`src/rtl/wasm_stack_core_pkg.sv`:
```
// Shared opcodes, state/trap encodings and LEB128 sizing helpers for the WASM stack core.
package wasm_pkg;

    localparam logic [7:0] OP_UNREACHABLE = 8'h00;
    localparam logic [7:0] OP_END         = 8'h0B;
    localparam logic [7:0] OP_DROP        = 8'h1A;
    localparam logic [7:0] OP_LOCAL_GET   = 8'h20;
    localparam logic [7:0] OP_LOCAL_SET   = 8'h21;
    localparam logic [7:0] OP_LOCAL_TEE   = 8'h22;
    localparam logic [7:0] OP_I_CONST     = 8'h41;
    localparam logic [7:0] OP_ADD         = 8'h6A;
    localparam logic [7:0] OP_SUB         = 8'h6B;
    localparam logic [7:0] OP_MUL         = 8'h6C;
    localparam logic [7:0] OP_AND         = 8'h71;
    localparam logic [7:0] OP_OR          = 8'h72;
    localparam logic [7:0] OP_XOR         = 8'h73;

    typedef enum logic [2:0] {
        S_BOOT,
        S_FETCH,
        S_IMM,
        S_EXEC,
        S_HALT,
        S_TRAP
    } state_e;

    typedef enum logic [2:0] {
        TRAP_NONE        = 3'd0,
        TRAP_UNREACHABLE = 3'd1,
        TRAP_ILLEGAL     = 3'd2,
        TRAP_UNDERFLOW   = 3'd3,
        TRAP_OVERFLOW    = 3'd4,
        TRAP_BAD_LOCAL   = 3'd5,
        TRAP_BAD_LEB     = 3'd6
    } trap_e;

    // Fewest LEB128 bytes able to carry a value of the given bit width.
    function automatic int leb_bytes_max(input int width);
        return (width + 6) / 7;
    endfunction

    function automatic logic has_imm(input logic [7:0] op);
        return (op == OP_LOCAL_GET) || (op == OP_LOCAL_SET) ||
               (op == OP_LOCAL_TEE) || (op == OP_I_CONST);
    endfunction

endpackage

```
`src/rtl/wasm_stack_core_if.sv`:
```
// Byte-wide read handshake between the core (master) and the memory arbiter (slave).
interface wasm_stack_core_if #(
    parameter int ADDR_W = 32
);
    logic [ADDR_W-1:0] mem_addr;
    logic              mem_read_en;
    logic [7:0]        mem_data_out;
    logic              mem_ready;

    modport master (output mem_addr, output mem_read_en,
                    input  mem_data_out, input mem_ready);
    modport slave  (input  mem_addr, input mem_read_en,
                    output mem_data_out, output mem_ready);
endinterface

```
`src/rtl/wasm_stack_core_operand_stack.sv`:
```
// Register-file operand stack; pops are applied before the push so a binary op works at full depth.
module wasm_operand_stack #(
    parameter int DATA_W = 32,
    parameter int DEPTH  = 16
) (
    input  logic                   clk,
    input  logic                   rst,
    input  logic                   i_push,
    input  logic                   i_pop1,
    input  logic                   i_pop2,
    input  logic [DATA_W-1:0]      i_data,
    output logic                   o_full,
    output logic                   o_empty,
    output logic [DATA_W-1:0]      o_top,
    output logic [DATA_W-1:0]      o_second,
    output logic [$clog2(DEPTH):0] o_depth
);
    localparam int PTR_W = $clog2(DEPTH);

    logic [DATA_W-1:0] r_mem [DEPTH];
    logic [PTR_W:0]    r_depth;
    logic [PTR_W:0]    w_base;
    logic [PTR_W-1:0]  w_top_idx;
    logic [PTR_W-1:0]  w_sec_idx;

    always_comb begin
        w_base = r_depth;
        if (i_pop2)
            w_base = r_depth - (PTR_W+1)'(2);
        else if (i_pop1)
            w_base = r_depth - (PTR_W+1)'(1);
    end

    assign w_top_idx = PTR_W'(r_depth - (PTR_W+1)'(1));
    assign w_sec_idx = PTR_W'(r_depth - (PTR_W+1)'(2));

    always_ff @(posedge clk) begin
        if (i_push)
            r_mem[w_base[PTR_W-1:0]] <= i_data;
    end

    always_ff @(posedge clk or posedge rst) begin
        if (rst)
            r_depth <= '0;
        else if (i_push || i_pop1 || i_pop2)
            r_depth <= w_base + (PTR_W+1)'(i_push);
    end

    assign o_full   = (r_depth == (PTR_W+1)'(DEPTH));
    assign o_empty  = (r_depth == '0);
    assign o_top    = o_empty ? '0 : r_mem[w_top_idx];
    assign o_second = (r_depth < (PTR_W+1)'(2)) ? '0 : r_mem[w_sec_idx];
    assign o_depth  = r_depth;

endmodule

```
`src/rtl/wasm_stack_core.sv`:
```
// WASM stack execution core: byte fetch, LEB128 immediates, locals and trap/halt sequencing.
// Optional retired-instruction counter output is enabled with `define WASM_RETIRE_CNT_EN.
module wasm_stack_core
    import wasm_pkg::*;
#(
    parameter int DATA_W      = 32,
    parameter int ADDR_W      = 32,
    parameter int STACK_DEPTH = 16,
    parameter int NUM_LOCALS  = 8,
    parameter int LEB_MAX     = 5
) (
    input  logic                         clk,
    input  logic                         rst,
    input  logic                         i_rom_mapped,
    input  logic [ADDR_W-1:0]            i_first_instruction,
    wasm_stack_core_if.master            mem,
    output logic                         o_halted,
    output logic                         o_trap,
    output logic [2:0]                   o_trap_code,
    output logic [ADDR_W-1:0]            o_trap_pc,
    output logic [$clog2(STACK_DEPTH):0] o_stack_depth,
    output logic [DATA_W-1:0]            o_stack_top
`ifdef WASM_RETIRE_CNT_EN
    ,
    output logic [31:0]                  o_retired
`endif
);
    localparam int LEB_N   = (LEB_MAX > leb_bytes_max(DATA_W)) ? LEB_MAX : leb_bytes_max(DATA_W);
    localparam int ACC_W   = 7 * LEB_N;
    localparam int LIDX_W  = (NUM_LOCALS > 1) ? $clog2(NUM_LOCALS) : 1;
    localparam int DEPTH_W = $clog2(STACK_DEPTH) + 1;

    state_e            r_state;
    logic [ADDR_W-1:0] r_pc;
    logic [ADDR_W-1:0] r_addr;
    logic              r_rd_en;
    logic [7:0]        r_opcode;
    logic [ADDR_W-1:0] r_op_pc;
    logic [ACC_W-1:0]  r_imm;
    logic [3:0]        r_n;
    logic              r_halted;
    logic              r_trap;
    trap_e             r_trap_code;
    logic [ADDR_W-1:0] r_trap_pc;
    logic [DATA_W-1:0] r_locals [NUM_LOCALS];

    logic [7:0]         w_byte;
    logic               w_issue;
    logic               w_got;
    logic [ACC_W-1:0]   w_acc_next;
    logic [ACC_W-1:0]   w_acc_final;
    logic               w_leb_last;
    logic               w_idx_ok;
    logic [LIDX_W-1:0]  w_lidx;
    logic [DATA_W-1:0]  w_local_rd;
    logic               w_push;
    logic               w_pop1;
    logic               w_pop2;
    logic [DATA_W-1:0]  w_push_data;
    logic               w_local_wr;
    logic               w_exec_halt;
    trap_e              w_exec_trap;
    logic [DATA_W-1:0]  w_alu;
    logic               w_full;
    logic               w_empty;
    logic [DATA_W-1:0]  w_top;
    logic [DATA_W-1:0]  w_second;
    logic [DEPTH_W-1:0] w_depth;

    wasm_operand_stack #(
        .DATA_W (DATA_W),
        .DEPTH  (STACK_DEPTH)
    ) u_stack (
        .clk      (clk),
        .rst      (rst),
        .i_push   (w_push),
        .i_pop1   (w_pop1),
        .i_pop2   (w_pop2),
        .i_data   (w_push_data),
        .o_full   (w_full),
        .o_empty  (w_empty),
        .o_top    (w_top),
        .o_second (w_second),
        .o_depth  (w_depth)
    );

    assign w_byte  = mem.mem_data_out;
    assign w_issue = !r_rd_en && !mem.mem_ready;
    assign w_got   = r_rd_en && mem.mem_ready;

    // Only 0x41 immediates are sign-extended; local indices stay unsigned.
    assign w_acc_next  = r_imm | (ACC_W'(w_byte[6:0]) << (7 * r_n));
    assign w_acc_final = ((r_opcode == OP_I_CONST) && w_byte[6])
                       ? (w_acc_next | ({ACC_W{1'b1}} << (7 * (r_n + 4'd1))))
                       : w_acc_next;
    // A continuation bit on the last permitted byte means the count must exceed LEB_MAX.
    assign w_leb_last  = (r_n == 4'(LEB_MAX - 1));

    assign w_idx_ok   = (r_imm < ACC_W'(NUM_LOCALS));
    assign w_lidx     = r_imm[LIDX_W-1:0];
    assign w_local_rd = r_locals[w_lidx];

    always_comb begin
        w_alu = '0;
        case (r_opcode)
            OP_ADD:  w_alu = w_second + w_top;
            OP_SUB:  w_alu = w_second - w_top;
            OP_MUL:  w_alu = w_second * w_top;
            OP_AND:  w_alu = w_second & w_top;
            OP_OR:   w_alu = w_second | w_top;
            OP_XOR:  w_alu = w_second ^ w_top;
            default: w_alu = '0;
        endcase
    end

    always_comb begin
        w_push      = 1'b0;
        w_pop1      = 1'b0;
        w_pop2      = 1'b0;
        w_push_data = '0;
        w_local_wr  = 1'b0;
        w_exec_halt = 1'b0;
        w_exec_trap = TRAP_NONE;
        if (r_state == S_EXEC) begin
            case (r_opcode)
                OP_UNREACHABLE: w_exec_trap = TRAP_UNREACHABLE;
                OP_END:         w_exec_halt = 1'b1;
                OP_DROP: begin
                    if (w_empty) w_exec_trap = TRAP_UNDERFLOW;
                    else         w_pop1      = 1'b1;
                end
                OP_LOCAL_GET: begin
                    if (!w_idx_ok)  w_exec_trap = TRAP_BAD_LOCAL;
                    else if (w_full) w_exec_trap = TRAP_OVERFLOW;
                    else begin
                        w_push      = 1'b1;
                        w_push_data = w_local_rd;
                    end
                end
                OP_LOCAL_SET: begin
                    if (!w_idx_ok)   w_exec_trap = TRAP_BAD_LOCAL;
                    else if (w_empty) w_exec_trap = TRAP_UNDERFLOW;
                    else begin
                        w_pop1     = 1'b1;
                        w_local_wr = 1'b1;
                    end
                end
                OP_LOCAL_TEE: begin
                    if (!w_idx_ok)   w_exec_trap = TRAP_BAD_LOCAL;
                    else if (w_empty) w_exec_trap = TRAP_UNDERFLOW;
                    else             w_local_wr  = 1'b1;
                end
                OP_I_CONST: begin
                    if (w_full) w_exec_trap = TRAP_OVERFLOW;
                    else begin
                        w_push      = 1'b1;
                        w_push_data = r_imm[DATA_W-1:0];
                    end
                end
                OP_ADD, OP_SUB, OP_MUL, OP_AND, OP_OR, OP_XOR: begin
                    if (w_depth < DEPTH_W'(2)) w_exec_trap = TRAP_UNDERFLOW;
                    else begin
                        w_pop2      = 1'b1;
                        w_push      = 1'b1;
                        w_push_data = w_alu;
                    end
                end
                default: w_exec_trap = TRAP_ILLEGAL;
            endcase
        end
    end

    always_ff @(posedge clk or posedge rst) begin
        if (rst) begin
            for (int i = 0; i < NUM_LOCALS; i++)
                r_locals[i] <= '0;
        end else if (w_local_wr) begin
            r_locals[w_lidx] <= w_top;
        end
    end

    always_ff @(posedge clk or posedge rst) begin
        if (rst) begin
            r_state     <= S_BOOT;
            r_pc        <= '0;
            r_addr      <= '0;
            r_rd_en     <= 1'b0;
            r_opcode    <= '0;
            r_op_pc     <= '0;
            r_imm       <= '0;
            r_n         <= '0;
            r_halted    <= 1'b0;
            r_trap      <= 1'b0;
            r_trap_code <= TRAP_NONE;
            r_trap_pc   <= '0;
        end else begin
            case (r_state)
                S_BOOT: begin
                    if (i_rom_mapped) begin
                        r_pc    <= i_first_instruction;
                        r_state <= S_FETCH;
                    end
                end
                S_FETCH: begin
                    if (w_issue) begin
                        r_rd_en <= 1'b1;
                        r_addr  <= r_pc;
                    end else if (w_got) begin
                        r_rd_en  <= 1'b0;
                        r_opcode <= w_byte;
                        r_op_pc  <= r_pc;
                        r_pc     <= r_pc + ADDR_W'(1);
                        r_imm    <= '0;
                        r_n      <= '0;
                        r_state  <= has_imm(w_byte) ? S_IMM : S_EXEC;
                    end
                end
                S_IMM: begin
                    if (w_issue) begin
                        r_rd_en <= 1'b1;
                        r_addr  <= r_pc;
                    end else if (w_got) begin
                        r_rd_en <= 1'b0;
                        r_pc    <= r_pc + ADDR_W'(1);
                        r_n     <= r_n + 4'd1;
                        if (w_byte[7]) begin
                            r_imm <= w_acc_next;
                            if (w_leb_last) begin
                                r_trap      <= 1'b1;
                                r_trap_code <= TRAP_BAD_LEB;
                                r_trap_pc   <= r_op_pc;
                                r_state     <= S_TRAP;
                            end
                        end else begin
                            r_imm   <= w_acc_final;
                            r_state <= S_EXEC;
                        end
                    end
                end
                S_EXEC: begin
                    if (w_exec_trap != TRAP_NONE) begin
                        r_trap      <= 1'b1;
                        r_trap_code <= w_exec_trap;
                        r_trap_pc   <= r_op_pc;
                        r_state     <= S_TRAP;
                    end else if (w_exec_halt) begin
                        r_halted <= 1'b1;
                        r_state  <= S_HALT;
                    end else begin
                        r_state <= S_FETCH;
                    end
                end
                S_HALT:  r_state <= S_HALT;
                S_TRAP:  r_state <= S_TRAP;
                default: r_state <= S_BOOT;
            endcase
        end
    end

`ifdef WASM_RETIRE_CNT_EN
    logic [31:0] r_retired;

    always_ff @(posedge clk or posedge rst) begin
        if (rst)
            r_retired <= '0;
        else if ((r_state == S_EXEC) && (w_exec_trap == TRAP_NONE))
            r_retired <= r_retired + 32'd1;
    end

    assign o_retired = r_retired;
`endif

    assign mem.mem_addr    = r_addr;
    assign mem.mem_read_en = r_rd_en;
    assign o_halted        = r_halted;
    assign o_trap          = r_trap;
    assign o_trap_code     = r_trap_code;
    assign o_trap_pc       = r_trap_pc;
    assign o_stack_depth   = w_depth;
    assign o_stack_top     = w_top;

endmodule

```
`src/flat_wrapper.sv`:
```
// flat-port wrapper written by rule: the top's interface ports become plain ports
module wasm_stack_core_flat import wasm_pkg::*;
#(
    parameter int DATA_W      = 32,
    parameter int ADDR_W      = 32,
    parameter int STACK_DEPTH = 16,
    parameter int NUM_LOCALS  = 8,
    parameter int LEB_MAX     = 5
)
  (clk, rst, i_rom_mapped, i_first_instruction, o_halted, o_trap, o_trap_code, o_trap_pc, o_stack_depth, o_stack_top, mem_mem_addr, mem_mem_read_en, mem_mem_data_out, mem_mem_ready);
  wasm_stack_core_if #(.ADDR_W(ADDR_W)) mem_i ();
  input  logic clk;
  input  logic rst;
  input  logic i_rom_mapped;
  input  logic [ADDR_W-1:0] i_first_instruction;
  output logic o_halted;
  output logic o_trap;
  output logic [2:0] o_trap_code;
  output logic [ADDR_W-1:0] o_trap_pc;
  output logic [$clog2(STACK_DEPTH):0] o_stack_depth;
  output logic [DATA_W-1:0] o_stack_top;
  output wire logic [$bits(mem_i.mem_addr)-1:0] mem_mem_addr;
  output wire logic [$bits(mem_i.mem_read_en)-1:0] mem_mem_read_en;
  input wire logic [$bits(mem_i.mem_data_out)-1:0] mem_mem_data_out;
  input wire logic [$bits(mem_i.mem_ready)-1:0] mem_mem_ready;
  assign mem_mem_addr = mem_i.mem_addr;
  assign mem_mem_read_en = mem_i.mem_read_en;
  assign mem_i.mem_data_out = mem_mem_data_out;
  assign mem_i.mem_ready = mem_mem_ready;
  wasm_stack_core #(.DATA_W(DATA_W), .ADDR_W(ADDR_W), .STACK_DEPTH(STACK_DEPTH), .NUM_LOCALS(NUM_LOCALS), .LEB_MAX(LEB_MAX)) u_core (.clk(clk), .rst(rst), .i_rom_mapped(i_rom_mapped), .i_first_instruction(i_first_instruction), .mem(mem_i), .o_halted(o_halted), .o_trap(o_trap), .o_trap_code(o_trap_code), .o_trap_pc(o_trap_pc), .o_stack_depth(o_stack_depth), .o_stack_top(o_stack_top));
endmodule
```
`config.mk`:
```
export PLATFORM = sky130hd
export DESIGN_NAME = wasm_stack_core_flat
export DESIGN_NICKNAME = d
export VERILOG_FILES = /design/src/rtl/wasm_stack_core_pkg.sv /design/src/rtl/wasm_stack_core_if.sv /design/src/rtl/wasm_stack_core_operand_stack.sv /design/src/rtl/wasm_stack_core.sv /design/src/flat_wrapper.sv
export SDC_FILE = /design/constraint.sdc
export NUM_CORES = 2
export LEC_CHECK = 0
export ABC_AREA = 1
export CAP_MARGIN = 10
export CORE_MARGIN = 1
export CORE_UTILIZATION = 36
export DETAILED_ROUTE_END_ITERATION = 10
export SETUP_SLACK_MARGIN = 0.02
export SLEW_MARGIN = 20
export SYNTH_ARGS = -nofsm -noshare
export SYNTH_HDL_FRONTEND = slang
export SYNTH_SLANG_ARGS = --single-unit
```
`constraint.sdc`:
```
create_clock -name clk -period 19 [get_ports clk]
set_clock_uncertainty 0.05 [all_clocks]
set_input_delay 3.8 -clock clk [delete_from_list [all_inputs] [get_ports clk]]
set_output_delay 3.8 -clock clk [all_outputs]
set_load 0.1 [all_outputs]
```
After elaboration in Yosys (flattened, before gate mapping)

Memories as Yosys holds them, arrays and structs flattened.
Index checks and enable logic that the tools add are counted.

$add $sub $neg: 8
Multipliers: 3
Order comparisons: 4
Equal/unequal tests: 34
Shift-type cells: 2
Muxes and demuxes: 88
Bitwise logic cells: 8
Reduce and logical (&&, ||, !) cells: 30

Operator list:

| operator                 | number |
|---|---|
| $mux W32                 | 18 |
| $bwmux W256              | 1 |
| $mux W35                 | 6 |
| $pmux W32 S6             | 1 |
| $pmux W32 S2             | 2 |
| $bmux W32 S3             | 1 |
| $demux W32 S3            | 1 |
| $pmux W32 S3             | 1 |
| $or A35 B35 Y35          | 2 |
| $pmux W35 S2             | 1 |
| $eq A8 B7 Y1 const B     | 8 |
| $mux W3                  | 18 |
| $eq A8 B6 Y1 const B     | 6 |
| $lt A35 B4 Y1 const B    | 1 |
| $shl A35 B32 Y35 const A | 1 |
| $shl A7 B7 Y35           | 1 |
| $add A32 B1 Y32 const B  | 1 |
| $add A32 B32 Y32         | 1 |
| $and A32 B32 Y32         | 1 |
| $mul A3 B32 Y32 const A  | 1 |
| $mul A32 B32 Y32         | 1 |
| $or A32 B32 Y32          | 1 |
| $sub A32 B32 Y32         | 1 |
| $xor A32 B32 Y32         | 1 |
| other kinds (46)         | 100 |

Bits in registers: 445
RAM bits: 512
Bits of input ports: 44
Output and inout bits: 107
Logic and storage cells: 199
Memories: 1

Memory list:

| memory               | words | bits a word | read ports | clocked after memory_dff | write ports | line                                | text |
|---|---|---|---|---|---|---|---|
| u_core.u_stack.r_mem | 16    | 32          | 2          | 0                        | 1           | wasm_stack_core_operand_stack.sv:20 | `logic [DATA_W-1:0] r_mem [DEPTH];` |

Logic depth before layout (Yosys ltp)

Word-level depth: 9
Gate-level depth with buffers: 50
Depth with buffers taken out: 44

Cells and area by module

Synthesis repeated with hierarchy kept, for this count alone.

Cell total of the unflattened synthesis: 8,123
Area total of the unflattened synthesis: 67,255.8 µm²

By module, submodules not included:

| module             | instances | cells an instance | area an instance (µm²) | sequential area each (µm²) |
|---|---|---|---|---|
| wasm_stack_core    | 1         | 5,485             | 41,608.7               | 11,010.6 |
| wasm_operand_stack | 1         | 2,638             | 25,647.1               | 15,499.9 |

Least setup slack after synthesis

OpenSTA, ideal clock, no wires.

Path kind: register to register
Start: register u_core.u_stack.r_depth[0], in the netlist u_core.u_stack.o_depth[0]
End: memory u_core.u_stack.r_mem[0][30] (data pin)
Setup time: 0.302 ns
Data arrival time: 10.511 ns
Path slack: 8.136 ns
Stages on the path, launching flop included: 41
Cells stage by stage: dfrtp_1 > buf_6 > inv_2 > buf_4 > buf_4 > buf_2 > ha_1 > buf_4 > inv_2 > buf_6 > buf_2 > buf_2 > o211ai_1 > nand3_1 > nand3_2 > inv_2 > clkbuf_1 > nand2_1 > [... 5 more ...] > inv_1 > fa_1 > fa_1 > fa_1 > fa_1 > fa_1 > ha_1 > a21oi_1 > o21ai_0 > a2111oi_0 > o221ai_1 > a21oi_1 > o21bai_1 > a21oi_1 > o21ai_0 > nand3_1 > nand2_1 > a31oi_1

Cells in the longest elaborated chain, start to end: 8

RTL lines:

| what                                           | line                                | text |
|---|---|---|
| start, declared                                | wasm_stack_core_operand_stack.sv:21 | `logic [PTR_W:0] r_depth;` |
| start signal, assigned                         | wasm_stack_core_operand_stack.sv:46 | `r_depth <= w_base + (PTR_W+1)'(i_push);` |
| $sub A5 B1 Y5                                  | wasm_stack_core_operand_stack.sv:34 | `assign w_top_idx = PTR_W'(r_depth - (PTR_W+1)'(1));` |
| $mem_v2 Z16 W32                                | n/a                                 |  |
| $mux W32 (*)                                   | wasm_stack_core_operand_stack.sv:51 | `assign o_top = o_empty ? '0 : r_mem[w_top_idx];` |
| net o_stack_top[14]                            | flat_wrapper.sv:21                  | `output logic [DATA_W-1:0] o_stack_top;` |
| $mul A32 B32 Y32, or another cell as far along | wasm_stack_core.sv:108              | `OP_MUL: w_alu = w_second * w_top;` |
| $pmux W32 S6 (*)                               | wasm_stack_core.sv:105              | `case (r_opcode)` |
| $mux W32 (*)                                   | wasm_stack_core.sv:161              | `if (w_depth < DEPTH_W'(2)) w_exec_trap = TRAP_UNDERFLOW;` |
| $pmux W32 S3 (*)                               | wasm_stack_core.sv:125              | `case (r_opcode)` |
| $mux W32 (*)                                   | wasm_stack_core.sv:124              | `if (r_state == S_EXEC) begin` |
| net u_core.u_stack.i_data[30]                  | wasm_stack_core_operand_stack.sv:11 | `input logic [DATA_W-1:0] i_data,` |
| end, declared                                  | wasm_stack_core_operand_stack.sv:20 |  |

Mark *: on every way through the listed nets, which the timed path passes. The rest lies on a longest branch.

Final worst setup path

Start: register u_core.u_stack.r_depth[0], in the netlist u_core.u_stack.o_depth[0]
End: memory u_core.u_stack.r_mem[0][29] (data pin)

Cells in the longest elaborated chain, start to end: 8

RTL lines:

| what                                                  | line |
|---|---|
| $sub A5 B2 Y5 / $sub A5 B1 Y5 (equally long branches) | wasm_stack_core_operand_stack.sv:35, wasm_stack_core_operand_stack.sv:34 |
| $mem_v2 Z16 W32                                       | n/a |
| $mux W32, on equally long branches                    | wasm_stack_core_operand_stack.sv:52, wasm_stack_core_operand_stack.sv:51 |
| $mul A32 B32 Y32, or another cell as far along        | wasm_stack_core.sv:108 |
| $pmux W32 S6                                          | wasm_stack_core.sv:105 |
| $mux W32                                              | wasm_stack_core.sv:161 |
| $pmux W32 S3 (*)                                      | wasm_stack_core.sv:125 |
| $mux W32 (*)                                          | wasm_stack_core.sv:124 |
| net u_core.u_stack.i_data[29]                         | wasm_stack_core_operand_stack.sv:11 |

Marked as above.

==> impl_metrics.csv <==
group,metric,value,unit
yosys,synth_warnings,0,
yosys,async_flop_share,46.5,%
placement,post-dp-hpwl,164000,µm
sta,rsz0062_at_grt,"false",
floorplan,die_w,432,µm
sta,period_share,70.7,%
clocking,h-tree-depth,3,
clocking,cts_sinks,957,
power_and_ir_drop,power.switching,5460,µW
routing,dr_total_vias,57700,
sta,setup_viol,0,
clocking,path_clk_slew,0.07,ns
floorplan,chipHeight,432,µm
yosys,synth_top_area_share,23.1,%
global_routing,antenna_found_initial,8,
yosys,yosys-top-cells-area,"edfxtp_1, dfrtp_1, fa_1",
sta,fin_tns_setup,0,ns
finish,drive_above_1_share,6.37,%
routing,drc,0,
power_and_ir_drop,p_per_area,142,nW/µm²
clocking,cts_max_path_buffers,3,
sta,period_needed,13.43,ns
sta,fmaxAchievable,74.4,MHz
finish,syn2layout_area_growth,11.1,%
global_routing,grt_use_total,26.1,%
clocking,ctsResizeCount,0,
power_and_ir_drop,clockPowerShare,19.2,%
placement,gp_congestion,1.01,
yosys,syn_inst,7928,
worst_setup_path,worst-endpoint-required,19.36,ns
finish,final_nets,8579,
power_and_ir_drop,peakVddDrop,0.000154,V
sta,drv_slew,0,
worst_setup_path,cp-start-kind,"flop",
placement,io_buffers,150,
yosys,ys_seq_area_share,39.8,%
power_and_ir_drop,p_seq_share,23.8,%
sta,slew_headroom,18.5,%
clocking,cts_tree,"yes",
power_and_ir_drop,power.leakage,0.0315,µW
finish,stdcell_count,10400,
yosys,netlist.top_cell.by_area,"edfxtp_1",
global_routing,overflow,0,
global_routing,grt_pass1_vias,55400,
floorplan,initial_core_util,36.3,%
yosys,synth-seq-cells,957,
floorplan,core_area,183000,µm²
clocking,postCtsSetupBuffers,0,
routing,ant_nets,0,
worst_setup_path,cp.arrival,13.79,ns
routing,drt-total-wl,246000,µm
yosys,synthFlopType,"edfxtp_1",
yosys,syn_avg_cell_area,8.40,µm²
clocking,worstSkewPairLatency,0.76,ns
worst_setup_path,cp_slowest_stage_delay,0.92,ns
worst_setup_path,end_kind,"flop",
sta,setup_slack,5.57,ns
worst_setup_path,slowest_stage,"o21ai_0",
placement,preCtsSetupSlack,6.08,ns
worst_setup_path,cp_max_fo,68,
power_and_ir_drop,pwr-share-comb,57.0,%
run_status,status,"finished clean",
clocking,ctsHoldBuffers,0,
min_path,hp-class,"flop to flop",
worst_setup_path,path_class,"flop to flop",
routing,first_pass_iters,6,
yosys,syn_area,66600,µm²
sta,whs,0.429,ns
clocking,numCtsBuffers,99,
floorplan,dieArea,187000,µm²
power_and_ir_drop,sw_frac_of_total,52.0,%
power_and_ir_drop,internal_power,5050,µW
yosys,synth_edf_count,512,
routing,vias_per_cell,5.53,
sta,tightestPinTransition,1.22,ns
routing,wl_per_cell,23.6,µm
job,drv_cap,0,
global_routing,grt_max_degree,224,
floorplan,io_pins,151,
yosys,yosysUniqueCellTypes,68,
floorplan,num_rows,157,
global_routing,grt_pass1_wl,362000,µm
sta,hold_viol_final,0,
yosys,syn-num-nets,8622,
clocking,clockRootBuffer,"clkbuf_16",
routing,drt_iter0_drc,7533,
placement,dp_cells,10200,
Yosys cell counts, types with 73 or more instances:
library cell / instances
edfxtp_1: 512
nand3_1: 562
o22ai_1: 76
o21ai_0: 841
inv_1: 1033
nand2_1: 1599
ha_1: 237
o211ai_1: 83
a21oi_1: 335
dfrtp_1: 445
nor2_1: 819
buf_2: 130
xor2_1: 73
fa_1: 413
clkbuf_1: 236
final timing paths:
check                                     startpoint                     endpoint  slack (ns)  cells past startpoint
setup / recovery           u_core.u_stack.o_depth[0]  u_core.u_stack.r_mem[0][29]        5.57                     43
hold / removal                         u_core.o_trap                u_core.o_trap        0.43                      1
setup reg to reg           u_core.u_stack.o_depth[0]  u_core.u_stack.r_mem[0][29]        5.57                     43
hold reg to reg                        u_core.o_trap                u_core.o_trap        0.43                      1
max in group asynchronous                        rst    u_core.u_stack.o_depth[2]       12.23                      5
min in group asynchronous                        rst         u_core.r_locals[208]        3.64                      2
logic make-up after synthesis:
kind of cell               after synthesis  synth area share [%]
xor gates and xnor gates                90                  1.24
and+or+nand+nor                       3124                  19.4
AOI/OAI and AO/OA                     1566                  13.2
adders and majority gates              650                  16.9
buffers and inverters                 1541                  9.39
DFF                                    957                  39.8
cells in the final DEF, fill, tap and decap left out, drive strengths merged, types with 3 or more instances in the layout:
| cell type | count |
|---|---|
| nand2 | 1613 |
| inv | 1066 |
| o21ai | 866 |
| nor2 | 837 |
| nand3 | 576 |
| edfxtp | 512 |
| dfrtp | 445 |
| fa | 413 |
| a21oi | 339 |
| ha | 237 |
| buf | 167 |
| clkdlybuf4s50 | 147 |
| clkbuf | 133 |
| o211ai | 83 |
| o22ai | 76 |
| xor2 | 74 |
| clkinv | 58 |
| a221oi | 46 |
| nor3 | 39 |
| a31oi | 33 |
| a22oi | 30 |
| o221ai | 20 |
| nand4 | 16 |
| or2 | 16 |
| xnor2 | 16 |
| nor4 | 15 |
| a41o | 14 |
| o21bai | 11 |
| nand3b | 8 |
| bufinv | 8 |
| o21a | 7 |
| a31o | 7 |
| a32oi | 5 |
| a211oi | 5 |
| o2111ai | 4 |
| clkinvlp | 4 |
| a21boi | 3 |
registers in the layout, summed over array words and instances, names as in the netlist, 3 cells and up:
register,cells
u_core.mem.mem_addr,32
u_core.u_stack.o_depth,5
u_core.o_trap_pc,32
u_core.r_n,4
u_core.r_state,3
u_core.u_stack.r_mem,512
u_core.o_trap_code,3
u_core.r_op_pc,32
u_core.r_locals,256
u_core.r_opcode,8
u_core.r_pc,32
u_core.r_imm,35
worst max-delay path: cells and delay by family (launching register included):
kind	cells	cell delay, ns
adder cells (fa/ha/maj)	10	4.01
buffers and inverters	12	3.34
AO/OA/AOI/OAI	12	2.97
AND/OR/NAND/NOR	9	1.77
flip-flops	1	0.69
final cells by class:
type	count	area, µm²
inverters	1082	4080
fillers	18200	109000
clock inverters	54	627
diodes	2	5.00
well taps	2464	3080
repair buffers	315	2790
flip-flops and latches	957	26500
multi-input cells	5430	34100
clock buffers	132	2720
stage by stage:
| stage | utilization, % | total power (µW) | instance area (µm²) |
|---|---|---|---|
| finish | 40.3 | 10500 | 73900 |
| global route | 40.3 | 11100 | 73900 |
| CTS | 40.3 | 10400 | 73900 |
| detailed placement | 38.5 | 8330 | 70500 |
| global placement | 38.5 | 8300 | 70500 |
| floorplan | - | 6520 | 66600 |
power groups by stage:
stage | Combinational (µW) | Sequential, µW | Clock [µW]
final | 5990 | 2500 | 2010
after detailed placement | 5790 | 2530 | 0
after floorplan | 3520 | 3000 | 0
after global routing | 6460 | 2520 | 2120
after CTS | 5830 | 2500 | 2030
after global placement | 5770 | 2530 | 0
layer usage:
metal / routed length (µm) / track usage (%)
met3: 28800 / 6.41
met1: 98500 / 35.0
met5: 19 / 0
met2: 105000 / 39.1
met4: 13600 / 12.7
Power figures use the tool's default switching activity.
